==> src/rtl/fifo_rd_stream_adapter_pkg.sv <==
// Shared widths, types and parameter checks for the FIFO read-stream adapter.
package fifo_rd_stream_pkg;

    localparam int DEFAULT_DATA_WIDTH = 8;
    localparam int MAX_RD_LATENCY     = 2;

    typedef logic [DEFAULT_DATA_WIDTH-1:0] data_word_t;

    function automatic int ptr_width(input int depth);
        return (depth <= 1) ? 1 : $clog2(depth);
    endfunction

    function automatic int count_width(input int depth);
        return $clog2(depth + 1);
    endfunction

    // Every outstanding read must have a slot waiting for it, plus the head being presented.
    function automatic bit buf_depth_ok(input int depth, input int rd_latency);
        return depth >= rd_latency + 1;
    endfunction

endpackage

==> src/rtl/fifo_rd_stream_adapter_skid_buf.sv <==
// Circular register skid buffer with push/pop, occupancy count and head-of-queue output.
module skid_buf
    import fifo_rd_stream_pkg::*;
#(
    parameter int DATA_WIDTH = 8,
    parameter int DEPTH      = 3
) (
    input  logic                          i_clk,
    input  logic                          i_s_rst,
    input  logic                          i_push,
    input  logic [DATA_WIDTH-1:0]         i_data,
    input  logic                          i_pop,
    output logic [count_width(DEPTH)-1:0] o_count,
    output logic [DATA_WIDTH-1:0]         o_head,
    output logic                          o_dropped
);

    localparam int            PW       = ptr_width(DEPTH);
    localparam int            CW       = count_width(DEPTH);
    localparam logic [PW-1:0] LAST_PTR = PW'(DEPTH - 1);

    logic [DATA_WIDTH-1:0] r_mem [DEPTH];
    logic [PW-1:0]         r_wr_ptr;
    logic [PW-1:0]         r_rd_ptr;
    logic [CW-1:0]         r_count;
    logic                  w_full;
    logic                  w_empty;
    logic                  w_do_pop;
    logic                  w_do_push;

    assign w_full   = (r_count == CW'(DEPTH));
    assign w_empty  = (r_count == '0);
    assign w_do_pop = i_pop && !w_empty;
    // A pop frees the head slot on the same edge, so a push is still accepted when full.
    assign w_do_push = i_push && (!w_full || w_do_pop);

    always_ff @(posedge i_clk) begin
        if (i_s_rst) begin
            r_wr_ptr <= '0;
            r_rd_ptr <= '0;
            r_count  <= '0;
            for (int i = 0; i < DEPTH; i++) begin
                r_mem[i] <= '0;
            end
        end else begin
            if (w_do_push) begin
                r_mem[r_wr_ptr] <= i_data;
                r_wr_ptr        <= (r_wr_ptr == LAST_PTR) ? '0 : r_wr_ptr + PW'(1);
            end
            if (w_do_pop) begin
                r_rd_ptr <= (r_rd_ptr == LAST_PTR) ? '0 : r_rd_ptr + PW'(1);
            end
            if (w_do_push && !w_do_pop) begin
                r_count <= r_count + CW'(1);
            end else if (!w_do_push && w_do_pop) begin
                r_count <= r_count - CW'(1);
            end
        end
    end

    assign o_count   = r_count;
    assign o_head    = r_mem[r_rd_ptr];
    assign o_dropped = i_push && !w_do_push;

endmodule

==> src/rtl/fifo_rd_stream_adapter.sv <==
// Drains a fixed-latency FIFO read port into a valid/ready stream master.
// Optional packet framing on o_m_tlast is enabled by defining FIFO_RD_STREAM_TLAST_EN.
module fifo_rd_stream_adapter
    import fifo_rd_stream_pkg::*;
#(
    parameter int DATA_WIDTH = 8,
    parameter int RD_LATENCY = 1,
    parameter int BUF_DEPTH  = 3,
    parameter int PKT_LEN    = 16
) (
    input  logic                  i_clk,
    input  logic                  i_s_rst,
    input  logic                  i_fifo_empty,
    output logic                  o_fifo_rd_en,
    input  logic                  i_fifo_rd_valid,
    input  logic [DATA_WIDTH-1:0] i_fifo_rd_data,
    output logic                  o_m_tvalid,
    input  logic                  i_m_tready,
    output logic [DATA_WIDTH-1:0] o_m_tdata,
    output logic                  o_m_tlast,
    output logic                  o_ovf_err,
    output logic                  o_unexp_err
);

    localparam int CW = count_width(BUF_DEPTH);
    localparam int IW = count_width(RD_LATENCY);

    if (!buf_depth_ok(BUF_DEPTH, RD_LATENCY)) begin : g_bad_depth
        $error("fifo_rd_stream_adapter: BUF_DEPTH must be at least RD_LATENCY+1");
    end
    if (RD_LATENCY < 1 || RD_LATENCY > MAX_RD_LATENCY) begin : g_bad_latency
        $error("fifo_rd_stream_adapter: RD_LATENCY must be 1 or 2");
    end
    if (PKT_LEN < 1) begin : g_bad_pkt_len
        $error("fifo_rd_stream_adapter: PKT_LEN must be at least 1");
    end

    logic [CW-1:0] w_count;
    logic          w_dropped;
    logic          w_pop;
    logic          w_rd_en;
    logic [IW-1:0] r_inflight;
    logic          r_ovf_err;
    logic          r_unexp_err;

    // Reads are issued only when a slot is guaranteed for the returning data; no tready path.
    assign w_rd_en = !i_s_rst && !i_fifo_empty
                     && ((int'(w_count) + int'(r_inflight)) < BUF_DEPTH);
    assign w_pop   = o_m_tvalid && i_m_tready;

    skid_buf #(
        .DATA_WIDTH (DATA_WIDTH),
        .DEPTH      (BUF_DEPTH)
    ) u_skid_buf (
        .i_clk     (i_clk),
        .i_s_rst   (i_s_rst),
        .i_push    (i_fifo_rd_valid),
        .i_data    (i_fifo_rd_data),
        .i_pop     (w_pop),
        .o_count   (w_count),
        .o_head    (o_m_tdata),
        .o_dropped (w_dropped)
    );

    always_ff @(posedge i_clk) begin
        if (i_s_rst) begin
            r_inflight  <= '0;
            r_ovf_err   <= 1'b0;
            r_unexp_err <= 1'b0;
        end else begin
            if (w_rd_en && !i_fifo_rd_valid) begin
                r_inflight <= r_inflight + IW'(1);
            end else if (!w_rd_en && i_fifo_rd_valid && (r_inflight != '0)) begin
                r_inflight <= r_inflight - IW'(1);
            end
            if (w_dropped) begin
                r_ovf_err <= 1'b1;
            end
            if (i_fifo_rd_valid && (r_inflight == '0)) begin
                r_unexp_err <= 1'b1;
            end
        end
    end

`ifdef FIFO_RD_STREAM_TLAST_EN
    localparam int BW = (PKT_LEN <= 1) ? 1 : $clog2(PKT_LEN);

    logic [BW-1:0] r_beat_cnt;
    logic          w_last_beat;

    assign w_last_beat = (r_beat_cnt == BW'(PKT_LEN - 1));

    always_ff @(posedge i_clk) begin
        if (i_s_rst) begin
            r_beat_cnt <= '0;
        end else if (w_pop) begin
            r_beat_cnt <= w_last_beat ? '0 : r_beat_cnt + BW'(1);
        end
    end

    assign o_m_tlast = o_m_tvalid && w_last_beat;
`else
    assign o_m_tlast = 1'b0;
`endif

    assign o_fifo_rd_en = w_rd_en;
    assign o_m_tvalid   = (w_count != '0);
    assign o_ovf_err    = r_ovf_err;
    assign o_unexp_err  = r_unexp_err;

endmodule

==> config.mk <==
export PLATFORM = sky130hd
export DESIGN_NAME = fifo_rd_stream_adapter
export DESIGN_NICKNAME = d
export VERILOG_FILES = /design/src/rtl/fifo_rd_stream_adapter_pkg.sv /design/src/rtl/fifo_rd_stream_adapter_skid_buf.sv /design/src/rtl/fifo_rd_stream_adapter.sv
export SDC_FILE = /design/constraint.sdc
export NUM_CORES = 1
export LEC_CHECK = 0
export ABC_AREA = 1
export CORE_ASPECT_RATIO = 0.8
export CORE_MARGIN = 2
export CORE_UTILIZATION = 54
export DETAILED_ROUTE_END_ITERATION = 7
export HOLD_SLACK_MARGIN = 0.03
export PLACE_DENSITY = 0.79
export SYNTH_ARGS = -nofsm -noshare
export SYNTH_HDL_FRONTEND = slang
export SYNTH_SLANG_ARGS = --single-unit
==> constraint.sdc <==
create_clock -name i_clk -period 3.6 [get_ports i_clk]
set_input_delay 0.54 -clock i_clk [delete_from_list [all_inputs] [get_ports i_clk]]
set_output_delay 0.54 -clock i_clk [all_outputs]
set_load 0.02 [all_outputs]
* Word level (Yosys, flattened, before mapping) *
Memories as Yosys holds them, arrays and structs flattened. A register that Yosys moved wholly into a read port is not among the register bits.
Index checks and enable logic that the tools add are counted.

storage, ports and cells
  memories = 1
  register bits = 9
  bits in writable memories = 24
  logic and storage cells = 61
  bits of input ports = 13
  output and inout bits = 13

memories
  name              depth  width  rd ports  clocked after Yosys merged registers in  write ports  RTL line                               source
  u_skid_buf.r_mem  3      8      1         1                                        3            fifo_rd_stream_adapter_skid_buf.sv:22  logic [DATA_WIDTH-1:0] r_mem [DEPTH];

operators by class
  reductions and logical operators = 26
  add/sub/neg operators = 7
  eq/ne operators = 3
  bitwise operators = 1
  multiplexer cells = 16
  $lt $le $gt $ge = 1

operators with widths
  kind                 count
  $mux 2               7
  $logic_and 1x1->1    12
  $logic_not 1->1      8
  $mux 1               8
  $mux 8               1
  $reduce_or 8->1      1
  $add 2x1->2 const B  3
  $eq 2x2->1 const B   3
  $reduce_bool 2->1    3
  $add 2x1->3          1
  $lt 3x2->1 const B   1
  $logic_not 2->1      1
  $sub 2x1->2 const B  1
  $add 1x1->1 const B  1
  $logic_or 1x1->1     1
  $not 1->1            1
  $sub 1x1->1 const B  1

* Logic depth before layout (Yosys ltp) *
Gate-level depths: netlist of the first run.

  depth after elaboration = 10
  mapped depth = 11

* Modules after synthesis *
A second synthesis of the first run with hierarchy kept.

second synthesis, totals
  cell total of the unflattened synthesis = 195
  area, all modules = 1,933.1 µm²

by module, submodules not included
  module                  area each (µm²)  times used  seq. area each (µm²)  cells an instance
  skid_buf                1,739.2          1           1,121.1               168
  fifo_rd_stream_adapter  193.9            1           60.1                  27

* Least setup slack after synthesis of the first run *
Ideal clock, no wire load.

  kind = input -> register
  start = in i_m_tready
  end = mem u_skid_buf.r_mem[3][0] (enable)
  setup slack = 1.943 ns
  required time = 3.230 ns
  library setup time = 0.370 ns
  stages = 6
  arrival = 1.286 ns
  path through = inv_2 -> nand3_2 -> nand2_4 -> nor2_8 -> nand2_1 -> nor2_1

RTL lines
  element             RTL line                               source
  start: declaration  fifo_rd_stream_adapter.sv:18           input logic i_m_tready,
  end: declaration    fifo_rd_stream_adapter_skid_buf.sv:22

==> results of run 1 <==
==> per-stage QoR <==
step | power, uW | utilization | std cells
after global placement | 881.7 | 0.6356 | 253
after detailed placement | 887.8 | 0.6356 | 253
after CTS | 1171 | 0.6607 | 261
after floorplan | 780.3 | - | 191
final | 1166 | 0.6607 | 261
after global routing | 1230 | 0.6607 | 261
==> registers in the layout, indices dropped and copies added, names as in the netlist, named ones only <==
signal,cells
o_ovf_err,1
r_inflight,1
u_skid_buf.r_wr_ptr,2
u_skid_buf.o_count,2
u_skid_buf.r_mem,32
u_skid_buf.r_rd_ptr,2
o_unexp_err,1
==> cell families (layout without fill, tap and decap cells) <==
logic type,Yosys count,in the layout,synth area share
fa+ha+maj,3,3,0.01973
buf+inv,30,58,0.06969
flops,43,43,0.6206
simple gates,83,83,0.1966
other cells,1,1,0.001970
compound gates,31,31,0.09139
==> cells in the mapped netlist <==
cell      instances  area (sq um)
nand4_1           1         6.260
nand2_4           4         45.04
inv_2             2         7.510
buf_4             1         7.510
buf_6             2         22.52
ha_1              3         37.54
or2_2             1         6.260
o21ai_0          15         75.07
conb_1            1         3.750
inv_1            24         90.09
edfxtp_1         32         960.9
a21oi_1           3         15.01
nor2_1           52         195.2
a21oi_2           1         8.760
nand3_2           1         10.01
nand2_1          19         71.32
o21ai_1           2         10.01
nand3_1           4         20.02
o22ai_1           8         50.05
buf_2             1         5.000
o21a_1            1         7.510
nor2_8            1         20.02
dfxtp_1          11         220.2
o211ai_1          1         7.510
==> area by class of cell <==
type,count,area share
inverter,26,0.04345
multi-input combinational,118,0.2624
clock inverter,2,0.005571
clock buffer,6,0.03231
sequential,43,0.5259
timing repair buffer,24,0.1070
tap,42,0.02340
==> power by group through the flow <==
stage	logic (uW)	clock network [uW]	registers, uW
2_1_floorplan	180	0	600
3_3_place_gp	271	0	611
3_5_place_dp	277	0	611
4_1_cts	278	294	600
5_1_grt	303	321	606
6_report	276	291	600
==> metal layers <==
layer / track usage / share of wire / vias up
li1: - / - / 679
met1: 0.2527 / 0.47 / 616
met2: 0.2978 / 0.48 / 33
met3: 0.04417 / 0.040 / 6
met4: 0.05495 / 0.0087 / 0
met5: 0 / 0 / -
==> worst max-delay path by stage <==
stage,endpoint,slack [ns],cells after the start,from
after floorplan,u_skid_buf.r_mem[3][0],1.94,6,i_m_tready
after global placement,o_fifo_rd_en,1.05,5,i_s_rst
after detailed placement,o_fifo_rd_en,1.04,5,i_s_rst
after CTS,o_m_tdata[5],0.97,4,register
after global routing,o_m_tdata[5],0.81,4,register
final,o_m_tdata[3],0.99,4,register
==> worst max-delay path, delay by kind of cell, from the launching register on <==
kind / cells / cell delay [ns]
DFF: 1 / 0.67
buffers and inverters: 2 / 0.79
AOI/OAI and AO/OA: 2 / 0.32
==> impl_metrics.json, run 1 <==
{
  "critPathMaxStageDelay_ns": 0.67,
  "seqPwrFrac": 0.514,
  "first_pass_iters": 4,
  "critPathCaptureType": "output pin",
  "drv_cap": 0,
  "cts_buffers": 5,
  "p_int_uw": 821.4,
  "hp-start": "o_unexp_err",
  "setup_violations": 0,
  "pin_count": 26,
  "worstSkewPairLatency_ns": 0.29,
  "multi_input_area_sq_um": 589.3,
  "ant_nets": 0,
  "grt_max_degree": 18,
  "fmax_mhz": 382.5,
  "hold_depth": 2,
  "period_share": 0.7263,
  "grt-ovfl-total": 0,
  "cts_hold_buf": 0,
  "ys_ff_latch": 43,
  "drtIter0Drc": 121,
  "die_area_sq_mm": 0.004018,
  "post_cts_buffers": 0,
  "min_period_ns": 2.615,
  "drt_wl_total_um": 3328,
  "peakVddDrop_mv": 0.3085,
  "tritoncts": "done",
  "crit_path_start_kind": "register",
  "switching_share": 0.2956,
  "io_buffer_count": 24,
  "ff2ff_setup_slack_ns": 1.84,
  "via_per_inst": 5.111,
  "yosysWarnings": 0,
  "place_area_sq_mm": 0.002161,
  "num_vias": 1334,
  "cts-root-buf": "clkbuf_8",
  "relSlewSlack": 0.4793,
  "synth_cell_types": 24,
  "timing.rr.end": "u_skid_buf.r_mem[3][5]",
  "syn_to_final_growth_pct": 18.01,
  "syn_area_sq_mm": 0.001903,
  "hold_path_class": "reg2reg",
  "fillers": 286,
  "synth_nets": 207,
  "power_density_mw_per_mm2": 519.2,
  "final_cell_area_sq_mm": 0.002246,
  "syn_inst": 191,
  "antenna_found_initial": 0,
  "fin_skew_ns": 0.007787,
  "grt_pass1_vias": 1293,
  "combPwrFrac": 0.236,
  "h-tree-depth": 2,
  "fin_ws_ns": 0.9853,
  "tightest_slew_ns": 0.7782,
  "grt.total_usage": 0.1846,
  "holdWs_ns": 0.4582,
  "cp_cell_sequence": "inv_2 -> o21ai_0 -> o22ai_1 -> clkdlybuf4s50_1",
  "die_h_um": 57.10,
  "start_util": 0.5598,
  "rows": 19,
  "synth-seq-area-share": 0.6206,
  "arrival_ns": 2.07,
  "final_layout_size_suffix_gt1_frac": 0.07763,
  "r2r_cells": 5,
  "fin_setup_tns_ns": 0,
  "status": "finished, final reports clean",
  "p_sw_uw": 344.6,
  "final_cell_mix": "nor2_1 (52), edfxtp_1 (32), inv_1 (24), clkdlybuf4s50_1 (24), nand2_1 (19)",
  "p_leak_uw": 0.0009485,
  "regArea_sq_mm": 0.001181,
  "final_common_cell": "nor2_1",
  "crit_slowest_cell": "dfxtp_1",
  "final_max_slew_viol_count": 0,
  "syn_area_per_cell_sq_um": 9.964,
  "dp_slack_ns": 1.041,
  "diodes": 0,
  "r2r-start": "u_skid_buf.o_count[0]",
  "grt_pass1_wl_um": 5637,
  "die_w_um": 70.37,
  "gp_congestion": 0.7422,
  "pwr-share-clk": 0.250,
  "wl_per_cell_um": 12.75,
  "path_class": "reg2out",
  "worstPathRequired_ns": 3.06,
  "path_clk_slew_ns": 0.08,
  "hpwl_um": 2268,
  "cp_max_fo": 17,
  "ctsResizeCount": 0,
  "drc_errors": 0,
  "hold_violations": 0,
  "clkSinkCount": 43,
  "nets": 234,
  "cts.path.max_buffers": 2,
  "worstHoldEndpoint": "o_unexp_err",
  "rsz0062_at_grt": "false",
  "core_sq_mm": 0.003400
}
Note: power is estimated with default switching activity, not from simulation.
==> run 2: changes to the inputs <==
- CORE_UTILIZATION: 54 -> 48
- PLACE_DENSITY: 0.79 -> 0.74
- clock period: 3.6 -> 2.3 ns (I/O delays scaled with it)
==> impl_metrics.json, run 2 (synthesized netlist as in run 1, its figures left out) <==
{
  "core_sq_mm": 0.003804,
  "wl_per_cell_um": 12.53,
  "die_h_um": 60.32,
  "fin_setup_tns_ns": 0,
  "final_layout_size_suffix_gt1_frac": 0.1031,
  "syn_to_final_growth_pct": 22.09,
  "peakVddDrop_mv": 0.3663,
  "finish.utilization": 0.6109,
  "h-tree-depth": 2,
  "p_leak_uw": 0.001008,
  "status": "finished, final reports clean",
  "hold_path_class": "reg2reg",
  "clkSinkCount": 43,
  "hpwl_um": 2391,
  "rows": 20,
  "path_class": "reg2out",
  "pin_count": 26,
  "final_max_slew_viol_count": 0,
  "ant_nets": 0,
  "num_vias": 1379,
  "final_cell_area_sq_mm": 0.002323,
  "drc_errors": 0,
  "grt-ovfl-total": 0,
  "grt_pass1_vias": 1311,
  "critPathCaptureType": "output pin",
  "cp_max_fo": 9,
  "path_clk_slew_ns": 0.07,
  "io_buffer_count": 24,
  "tritoncts": "done",
  "fin_ws_ns": 0.1507,
  "crit_path_start_kind": "register",
  "setup_violations": 0,
  "dp_slack_ns": 0.2825,
  "start_util": 0.5003,
  "place_area_sq_mm": 0.002207,
  "grt_max_degree": 17,
  "gp_congestion": 0.7933,
  "grt.total_usage": 0.1841,
  "cts_buffers": 5,
  "final_cell_mix": "nor2_1 (52), edfxtp_1 (32), inv_1 (23)",
  "min_period_ns": 2.149,
  "hold_violations": 0,
  "nets": 238,
  "drt_wl_total_um": 3483,
  "cts.path.max_buffers": 2,
  "cts-root-buf": "clkbuf_8",
  "antenna_found_initial": 0,
  "arrival_ns": 1.80,
  "fin_skew_ns": 0.004516,
  "final_common_cell": "nor2_1",
  "worstSkewPairLatency_ns": 0.29,
  "top_register": "u_skid_buf.r_mem",
  "largest_reg_flops": 32,
  "period_share": 0.9345,
  "worstPathRequired_ns": 1.96,
  "via_per_inst": 4.960,
  "die_w_um": 74.40,
  "fmax_mhz": 465.3,
  "power_density_mw_per_mm2": 837.9,
  "drtIter0Drc": 80,
  "post_cts_buffers": 0,
  "rsz0062_at_grt": "false",
  "grt_pass1_wl_um": 5927,
  "drv_cap": 0,
  "first_pass_iters": 4,
  "holdWs_ns": 0.4595,
  "die_area_sq_mm": 0.004488,
  "diodes": 0
}
## run 2: cell count changes in the layout (fill, tap and decap cells not counted), sizes merged
cell and delta:
buf +4, clkdlybuf4s50 -2, dlymetal6s2s +2, bufinv +1, clkbuf +1, clkinv -1
clkinvlp -1
## run 2: layout make-up
cell class | count | area [sq um]
Clock buffer | 7 | 76.32
Clock inverter | 1 | 30.03
Fill cell | 324 | 1480
Inverter | 26 | 100.1
Multi-Input combinational cell | 118 | 589.3
Sequential cell | 43 | 1184
Tap cell | 55 | 68.82
Timing Repair Buffer | 28 | 275.3
## run 2: repair_timing
item / 4_1_cts / 5_1_grt
setup endpoints to repair: 1 / 9
gates cloned: 0 / 0
hold buffers: 0 / 0
gates resized for setup: 1 / 6
hold endpoints to repair: 0 / 0
## run 2: path summary, 6_finish.rpt
kind                                         endpoint  slack (ns)                   from  depth (start not counted)
worst min-delay path                      o_unexp_err        0.46            o_unexp_err                          2
worst max register to register  u_skid_buf.o_count[1]        0.80  u_skid_buf.o_count[1]                          9
worst min register to register            o_unexp_err        0.46            o_unexp_err                          2
worst max-delay path                     o_m_tdata[6]        0.15               register                          4
## run 2: critical path, stage by stage (launching register included)
cell and delay, ns:
dfxtp_2 0.44, buf_4 0.19, o21ai_0 0.10, o22ai_1 0.16
clkdlybuf4s50_1 0.62
## run 2: stage by stage
step,total power [uW],instances
finish,1947,278
global placement,1388,270
detailed placement,1395,270
CTS,1953,278
floorplan,1221,191
global route,2041,278
## run 2: where the power goes
part,switching (uW),internal [uW]
Sequential,46.2,892
Combinational,253,189
Clock,242,325
Total,542,1400
## run 2: per-layer routing
metal	wire [um]	track usage	vias up
met2	1663	0.2958	45
met5	0	0	-
met1	1536	0.2345	636
li1	-	-	693
met4	54	0.08929	0
met3	228	0.04722	5
==> run 3: changes to the inputs <==
- REMOVE_ABC_BUFFERS: unset -> 1
==> impl_metrics.json, run 3 (synthesized netlist as in run 1, its figures left out) <==
{
  "largest_reg_flops": 32,
  "path_class": "reg2out",
  "fmax_mhz": 464.2,
  "die_h_um": 60.32,
  "arrival_ns": 1.81,
  "grt_pass1_vias": 1235,
  "start_util": 0.5003,
  "status": "finished, final reports clean",
  "clkSinkCount": 43,
  "rsz0062_at_grt": "false",
  "die_w_um": 74.40,
  "worstPathRequired_ns": 1.96,
  "wl_per_cell_um": 12.47,
  "grt_max_degree": 17,
  "nets": 237,
  "setup_violations": 0,
  "top_register": "u_skid_buf.r_mem",
  "die_area_sq_mm": 0.004488,
  "peakVddDrop_mv": 0.4672,
  "final_layout_size_suffix_gt1_frac": 0.09910,
  "grt.total_usage": 0.1798,
  "final_common_cell": "nor2_1",
  "grt_pass1_wl_um": 5706,
  "min_period_ns": 2.154,
  "h-tree-depth": 2,
  "antenna_found_initial": 0,
  "rows": 20,
  "drv_cap": 0,
  "final_cell_mix": "nor2_1 (52), edfxtp_1 (32), inv_1 (23), clkdlybuf4s50_1 (23), nand2_1 (19)",
  "hpwl_um": 2377,
  "tritoncts": "done",
  "fin_skew_ns": 0.009717,
  "cts_buffers": 5,
  "power_density_mw_per_mm2": 804.7,
  "final_max_slew_viol_count": 0,
  "cts.path.max_buffers": 2,
  "hold_violations": 0,
  "pin_count": 26,
  "ant_nets": 0,
  "via_per_inst": 4.805,
  "grt-ovfl-total": 0,
  "drtIter0Drc": 111,
  "first_pass_iters": 4,
  "hold_path_class": "reg2reg",
  "cp_max_fo": 10,
  "diodes": 0,
  "syn_to_final_growth_pct": 20.05,
  "period_share": 0.9367,
  "gp_congestion": 0.7605,
  "core_sq_mm": 0.003804,
  "worstSkewPairLatency_ns": 0.30,
  "crit_path_start_kind": "register",
  "path_clk_slew_ns": 0.08,
  "io_buffer_count": 24,
  "num_vias": 1331,
  "drt_wl_total_um": 3453,
  "power_uw": 1839,
  "critPathCaptureType": "output pin",
  "cts-root-buf": "clkbuf_8",
  "p_leak_uw": 0.0009676,
  "drc_errors": 0,
  "fin_setup_tns_ns": 0,
  "cts_hold_buf": 0
}
run 3: final timing paths:
| path | startpoint | to | slack, ns | cells after the start |
|---|---|---|---|---|
| min | o_unexp_err | o_unexp_err | 0.46 | 2 |
| max reg2reg | u_skid_buf.o_count[0] | u_skid_buf.o_count[1] | 0.75 | 9 |
| max | register | o_m_tdata[0] | 0.15 | 4 |
| min reg2reg | o_unexp_err | o_unexp_err | 0.46 | 2 |
run 3: layout make-up:
cell class / count / area, sq um
Tap cell: 55 / 68.82
Timing Repair Buffer: 27 / 261.5
Fill cell: 359 / 1519
Sequential cell: 43 / 1182
Clock inverter: 2 / 12.51
Clock buffer: 6 / 72.57
Multi-Input combinational cell: 118 / 589.3
Inverter: 26 / 97.59
run 3: power by group:
part	internal, uW	total (uW)	switching [uW]
Clock	212	463	251
Combinational	188	440	251
Sequential	891	935	44.7
Total	1290	1840	547
run 3: layer usage:
metal | wire length (um) | vias to the layer above | global-route usage
li1 | - | 685 | -
met5 | 0 | - | 0
met2 | 1567 | 24 | 0.2832
met4 | 83 | 0 | 0.1071
met3 | 132 | 7 | 0.04216
met1 | 1669 | 615 | 0.2283
run 3: through the flow:
stage	cells	util	worst slack, ns	area, sq um	hold WS (ns)
floorplan	187	-	0.8381	1868	0.4141
global placement	269	0.5783	0.3035	2200	0.4465
detailed placement	269	0.5783	0.2878	2200	0.4537
CTS	277	0.6003	0.01973	2283	0.4687
global route	277	0.6007	0.05037	2285	0.4884
finish	277	0.6007	0.1457	2285	0.4591
run 3: repair_timing:
item	in CTS	in global routing
gates resized for setup	1	2
buffers inserted	0	0
pin swaps	0	0
gates cloned	0	0
setup endpoints to repair	1	7
run 3: worst max-delay path, stage by stage, from the launching register on:
cell             delay, ns
dfxtp_2               0.42
buf_4                 0.19
o21ai_0               0.09
o22ai_1               0.18
clkdlybuf4s50_1       0.62
